### src/rtl/regfile_pkg.sv
// Shared definitions for the multi-port register file: default sizes,
// address-vector types and the constant log2 helper used for address widths.
package regfile_pkg;

    localparam int DATA_W_DEF   = 16;
    localparam int NUM_REGS_DEF = 16;
    localparam int MAX_PORTS    = 4;
    localparam int MAX_AW       = 8;

    typedef logic [MAX_AW-1:0]                 reg_addr_t;
    typedef logic [MAX_PORTS-1:0][MAX_AW-1:0]  port_addr_vec_t;

    function automatic int clog2(input int value);
        int res;
        int rem;
        res = 0;
        rem = value - 1;
        while (rem > 0) begin
            res = res + 1;
            rem = rem >>> 1;
        end
        return res;
    endfunction

endpackage

### src/rtl/rf_scoreboard.sv
// Per-register pending scoreboard: tracks issued-but-unwritten destinations,
// grants allocations and resolves the same-cycle set/clear race.
module rf_scoreboard
    import regfile_pkg::*;
#(
    parameter int NUM_REGS = NUM_REGS_DEF,
    parameter int NUM_WR   = 1,
    parameter int ZERO_REG = 1,
    localparam int AW      = clog2(NUM_REGS)
) (
    input  logic                 clk,
    input  logic                 rst_n,
    input  logic [NUM_WR-1:0]    wr_en,
    input  logic [NUM_WR*AW-1:0] wr_addr,
    input  logic                 alloc_en,
    input  logic [AW-1:0]        alloc_addr,
    output logic                 alloc_ok,
    output logic [NUM_REGS-1:0]  pend
);

    logic [NUM_REGS-1:0] pend_r;
    logic [NUM_REGS-1:0] pend_nxt_s;
    logic [NUM_REGS-1:0] wr_hit_s;
    logic                alloc_ok_s;

    // Registers retiring a write this cycle, any port.
    always_comb begin
        wr_hit_s = {NUM_REGS{1'b0}};
        for (int r = 0; r < NUM_REGS; r++) begin
            for (int p = 0; p < NUM_WR; p++) begin
                if (wr_en[p] && (wr_addr[p*AW +: AW] == AW'(r))) begin
                    wr_hit_s[r] = 1'b1;
                end else begin
                    wr_hit_s[r] = wr_hit_s[r];
                end
            end
        end
        if (ZERO_REG != 0) begin
            wr_hit_s[0] = 1'b0;
        end else begin
            wr_hit_s[0] = wr_hit_s[0];
        end
    end

    // A pending target is only grantable when its producer retires now; held off in reset.
    always_comb begin
        alloc_ok_s = rst_n && alloc_en && (!pend_r[alloc_addr] || wr_hit_s[alloc_addr]);
    end

    // Next pending state: a new allocation overrides a retiring write on the same register.
    always_comb begin
        pend_nxt_s = pend_r;
        for (int r = 0; r < NUM_REGS; r++) begin
            if (alloc_ok_s && (alloc_addr == AW'(r))) begin
                pend_nxt_s[r] = 1'b1;
            end else if (wr_hit_s[r]) begin
                pend_nxt_s[r] = 1'b0;
            end else begin
                pend_nxt_s[r] = pend_r[r];
            end
        end
        if (ZERO_REG != 0) begin
            pend_nxt_s[0] = 1'b0;
        end else begin
            pend_nxt_s[0] = pend_nxt_s[0];
        end
    end

    // Pending-bit state register.
    always_ff @(posedge clk or negedge rst_n) begin
        if (!rst_n) begin
            pend_r <= {NUM_REGS{1'b0}};
        end else begin
            pend_r <= pend_nxt_s;
        end
    end

    assign alloc_ok = alloc_ok_s;
    assign pend     = pend_r;

endmodule

### src/rtl/regfile_mp.sv
// Parametrised multi-port register file with optional write-to-read bypass,
// optional hardwired zero register and a pending scoreboard for decode stalls.
module regfile_mp
    import regfile_pkg::*;
#(
    parameter int DATA_W   = DATA_W_DEF,
    parameter int NUM_REGS = NUM_REGS_DEF,
    parameter int NUM_RD   = 2,
    parameter int NUM_WR   = 1,
    parameter int ZERO_REG = 1,
    parameter int BYPASS   = 1,
    localparam int AW      = clog2(NUM_REGS)
) (
    input  logic                     clk,
    input  logic                     rst,
    input  logic [NUM_RD*AW-1:0]     rd_addr,
    output logic [NUM_RD*DATA_W-1:0] rd_data,
    output logic [NUM_RD-1:0]        rd_ready,
    input  logic [NUM_WR-1:0]        wr_en,
    input  logic [NUM_WR*AW-1:0]     wr_addr,
    input  logic [NUM_WR*DATA_W-1:0] wr_data,
    input  logic                     alloc_en,
    input  logic [AW-1:0]            alloc_addr,
    output logic                     alloc_ok,
    output logic [NUM_REGS-1:0]      pend
);

    logic [NUM_REGS-1:0][DATA_W-1:0] regs_r;
    logic [NUM_REGS-1:0][DATA_W-1:0] regs_nxt_s;
    logic [NUM_REGS-1:0]             pend_s;

    rf_scoreboard #(
        .NUM_REGS (NUM_REGS),
        .NUM_WR   (NUM_WR),
        .ZERO_REG (ZERO_REG)
    ) u_scoreboard (
        .clk        (clk),
        .rst_n      (rst),
        .wr_en      (wr_en),
        .wr_addr    (wr_addr),
        .alloc_en   (alloc_en),
        .alloc_addr (alloc_addr),
        .alloc_ok   (alloc_ok),
        .pend       (pend_s)
    );

    // Write merge: ports are applied in ascending order so the highest index wins a conflict.
    always_comb begin
        regs_nxt_s = regs_r;
        for (int r = 0; r < NUM_REGS; r++) begin
            for (int p = 0; p < NUM_WR; p++) begin
                if (wr_en[p] && (wr_addr[p*AW +: AW] == AW'(r))) begin
                    regs_nxt_s[r] = wr_data[p*DATA_W +: DATA_W];
                end else begin
                    regs_nxt_s[r] = regs_nxt_s[r];
                end
            end
        end
        if (ZERO_REG != 0) begin
            regs_nxt_s[0] = {DATA_W{1'b0}};
        end else begin
            regs_nxt_s[0] = regs_nxt_s[0];
        end
    end

    // Register storage.
    always_ff @(posedge clk or negedge rst) begin
        if (!rst) begin
            regs_r <= {(NUM_REGS*DATA_W){1'b0}};
        end else begin
            regs_r <= regs_nxt_s;
        end
    end

    for (genvar i = 0; i < NUM_RD; i++) begin : g_rd
        logic [AW-1:0]     addr_s;
        logic [DATA_W-1:0] data_s;
        logic              hit_s;

        // Read mux with bypass; the last matching write port overrides earlier ones.
        always_comb begin
            addr_s = rd_addr[i*AW +: AW];
            data_s = regs_r[addr_s];
            hit_s  = 1'b0;
            for (int p = 0; p < NUM_WR; p++) begin
                if ((BYPASS != 0) && wr_en[p] && (wr_addr[p*AW +: AW] == addr_s) &&
                    !((ZERO_REG != 0) && (addr_s == {AW{1'b0}}))) begin
                    data_s = wr_data[p*DATA_W +: DATA_W];
                    hit_s  = 1'b1;
                end else begin
                    data_s = data_s;
                    hit_s  = hit_s;
                end
            end
        end

        assign rd_data[i*DATA_W +: DATA_W] = data_s;
        assign rd_ready[i]                 = !pend_s[addr_s] || hit_s;
    end

    assign pend = pend_s;

endmodule
### config.mk
export PLATFORM = sky130hd
export DESIGN_NAME = regfile_mp
export DESIGN_NICKNAME = d
export VERILOG_FILES = /design/src/rtl/regfile_pkg.sv /design/src/rtl/rf_scoreboard.sv /design/src/rtl/regfile_mp.sv
export SDC_FILE = /design/constraint.sdc
export NUM_CORES = 1
export LEC_CHECK = 0
export ABC_CLOCK_PERIOD_IN_PS = 3600
export CAP_MARGIN = 30
export CORE_UTILIZATION = 60
export DETAILED_ROUTE_END_ITERATION = 10
export MAX_ROUTING_LAYER = met4
export PLACE_DENSITY_LB_ADDON = 0.2
export SLEW_MARGIN = 5
export SYNTH_ARGS = -nofsm -noshare
export SYNTH_HDL_FRONTEND = slang
export SYNTH_SLANG_ARGS = --single-unit
### constraint.sdc
create_clock -name clk -period 3.6 [get_ports clk]
set_input_delay 0.72 -clock clk [delete_from_list [all_inputs] [get_ports clk]]
set_output_delay 0.72 -clock clk [all_outputs]
set_load 0.1 [all_outputs]
==> impl_metrics.py <==
metrics = {
    "finish": {
        "syn_to_final_growth_pct": 22.07,
        "final_common_cell": "mux2_2",
        "drive_gt1_share_pct": 55.80,
        "fin_area_um2": 17560,
        "finish.utilization_pct": 74.82,
        "stdcell_count": 1433,
        "final_nets": 1129,
        "fillCellCount": 1439,
        "layout_common_cells": "mux2_2 (291), dfrtp_1 (255), mux4_2 (124), buf_4 (73), buf_12 (54)",
    },
    "worst_setup_path": {
        "critPathLaunchType": "input port",
        "cp.required_ps": 2880,
        "crit_type": "in -> out",
        "cp_cell_sequence": "clkdlybuf4s50_1 > or3_1 > a21oi_4 > buf_12 > nand2_1 > o31ai_2 > buf_12",
        "slowest_delay_ps": 590,
        "cp_max_fo": 21,
        "end_kind": "primary output",
        "cp_common_cell": "buf_12",
        "rrSetupSlack_ps": 1590,
        "slowest_stage": "clkdlybuf4s50_1",
        "crit_arrival_ps": 2860,
    },
    "timing": {
        "max-slew-margin-rel_pct": 34.84,
        "hold_viol": 0,
        "fin_crit_sh_pct": 99.47,
        "fin_ws_ps": 19.04,
        "final_max_slew_viol_count": 0,
        "tightest_slew_ps": 974.4,
        "fmax_ghz": 0.2793,
        "fin_setup_tns_ps": 0,
        "fin_skew_ps": 3.647,
        "setup_viol": 0,
        "period_needed_ps": 3581,
        "holdWs_ps": 94.81,
        "rsz0062_at_grt": "false",
    },
    "clocking": {
        "cts_max_level": 1,
        "cts_setup_buffers": 0,
        "cts_tree": "yes",
        "clock_latency_ps": 540,
        "cts.sinks": 255,
        "numCtsBuffers": 28,
        "cts.path.max_buffers": 3,
        "clk_pin_slew_worst_paths_ps": 70,
        "clockRootBuffer": "clkbuf_16",
    },
    "logic_synthesis": {
        "synthXorXnorAreaFrac_pct": 0.5479,
        "synth_area_um2": 14390,
        "synthAdderAreaFrac_pct": 0,
        "yosysWarnings": 0,
        "ys_ff_latch": 255,
        "synthFlopType": "dfrtp_1",
        "muxShareOfSynthArea_pct": 43.38,
        "synth-edff-count": 0,
        "synth_top_family_by_area": "multiplexers",
        "syn_area_per_cell_um2": 14.59,
        "yosysUniqueCellTypes": 40,
        "synthSimpleGateAreaFrac_pct": 2.879,
        "syn_inst": 986,
        "synth_seq_area_share_pct": 44.36,
        "synth_compound_area_share_pct": 4.818,
        "synth_nets": 1022,
        "async_flop_share_pct": 100.0,
    },
    "detailed_routing": {
        "first_pass_iters": 5,
        "drt_wl_total_um": 40860,
        "drc": 0,
        "antenna_left": 0,
        "drtIter0Drc": 954,
        "drt-vias-per-instance": 6.858,
        "post_drt_wl_per_cell_um": 28.52,
        "via_count": 9827,
    },
    "power_and_ir_drop": {
        "combPwrFrac_pct": 35.1,
        "ir_drop_v": 0.0004881,
        "pwr-share-seq_pct": 37.1,
        "power_mw": 11.03,
        "clkPwrFrac_pct": 27.8,
        "swShare_pct": 33.68,
        "powerDensity_nw_per_um2": 627.8,
        "leakage_nw": 7.314,
        "intPower_mw": 7.311,
        "power_switching_mw": 3.714,
    },
    "placement": {
        "port_buffers": 85,
        "gp_congestion": 0.8771,
        "dp.cells": 1382,
        "place_area_um2": 16530,
        "dpl.hpwl_um": 26310,
        "post-place-ws_ps": 50.12,
    },
    "die": {
        "rows": 56,
        "fp.dieW_um": 156.8,
        "dieArea_um2": 24600,
        "dieHeight_um": 156.8,
        "core-area_um2": 23470,
        "start_util_pct": 61.29,
        "io_pins": 87,
    },
    "global_route": {
        "track_usage_pct": 36.12,
        "grt_pass1_wl_um": 62720,
        "grt_pass1_vias": 10190,
        "antenna_found_initial": 1,
        "grt_max_degree": 136,
        "overflow": 0,
    },
    "worst_hold_path": {
        "hp-class": "in -> async",
    },
    "run_status": {
        "status": "finished clean",
    },
    "flow_run": {
        "cap_viol_max_count": 0,
    },
}
[power groups by stage]
stage | registers, mW | clock network [mW] | logic (mW)
after detailed placement | 4.09 | 0 | 3.85
after CTS | 4.06 | 3.10 | 3.87
after global placement | 4.03 | 0 | 3.79
after floorplan | 4.17 | 0 | 2.51
after global routing | 4.16 | 3.21 | 4.03
final | 4.09 | 3.06 | 3.87
[registers in the layout (all words and copies together) (netlist names)]
register,cells
u_scoreboard.pend,15
regs_r,240
[cell usage after synthesis, drive strengths merged (4+ instances only)]
| cell | instances | area [um^2] |
|---|---|---|
| inv | 10 | 37.54 |
| buf | 61 | 389.1 |
| or3 | 4 | 25.02 |
| nor3 | 4 | 20.02 |
| a32o | 12 | 120.1 |
| nand2 | 40 | 150.1 |
| o21ai | 22 | 110.1 |
| nand2b | 7 | 43.79 |
| a221oi | 16 | 140.1 |
| nor2b | 5 | 31.28 |
| mux2 | 292 | 3288 |
| dfrtp | 255 | 6381 |
| o31ai | 15 | 112.6 |
| mux2i | 16 | 160.2 |
| a22o | 18 | 157.7 |
| clkbuf | 39 | 147.6 |
| nor2 | 13 | 48.80 |
| mux4 | 124 | 2793 |
| xnor2 | 6 | 52.55 |
[final timing paths]
path,start,to,depth (start not counted)
worst max-delay path,rd_addr[3],rd_data[6],7
worst min-delay path,rst,u_scoreboard.pend[14]$_DFFE_PN0P_,1
worst max register to register,u_scoreboard.pend[10]$_DFFE_PN0P_,u_scoreboard.pend[4]$_DFFE_PN0P_,5
worst min register to register,regs_r[81]$_DFFE_PN0P_,regs_r[81]$_DFFE_PN0P_,1
max in group asynchronous,rst,regs_r[40]$_DFFE_PN0P_,2
min in group clk,regs_r[81]$_DFFE_PN0P_,regs_r[81]$_DFFE_PN0P_,1
[what timing repair did]
item,4_1_cts,5_1_grt
hold buffers,0,0
resized for setup,0,10
setup endpoints to repair,0,22
[area by class of cell]
cell class	count	area, um^2	area share (%)
diodes	1	2.502	0.01425
clock buffers	39	803.3	4.574
clock inverters	11	185.2	1.054
inverters	10	37.54	0.2137
multi-input cells	621	7602	43.29
flip-flops and latches	255	6381	36.34
well taps	319	399.1	2.273
repair buffers	177	2151	12.25
[worst max-delay path, delay by kind of cell]
kind / cells / cell delay (ps)
compound gates: 2 / 480
buf+inv: 3 / 1070
simple gates: 2 / 570
[per-layer routing]
layer / vias to the layer above / GRT usage [%] / wire [um]
li1: 4022 / - / -
met1: 5178 / 49.26 / 16610
met2: 504 / 54.71 / 19310
met3: 123 / 6.342 / 3369
met4: 0 / 13.40 / 1576
met5: - / - / 0
[logic make-up after synthesis]
logic type	Yosys count
AO/OA/AOI/OAI	91
XOR/XNOR	9
buffers and inverters	110
flip-flops	255
multiplexers	432
other	1
AND/OR/NAND/NOR	88
Power figures use the tool's default switching activity.
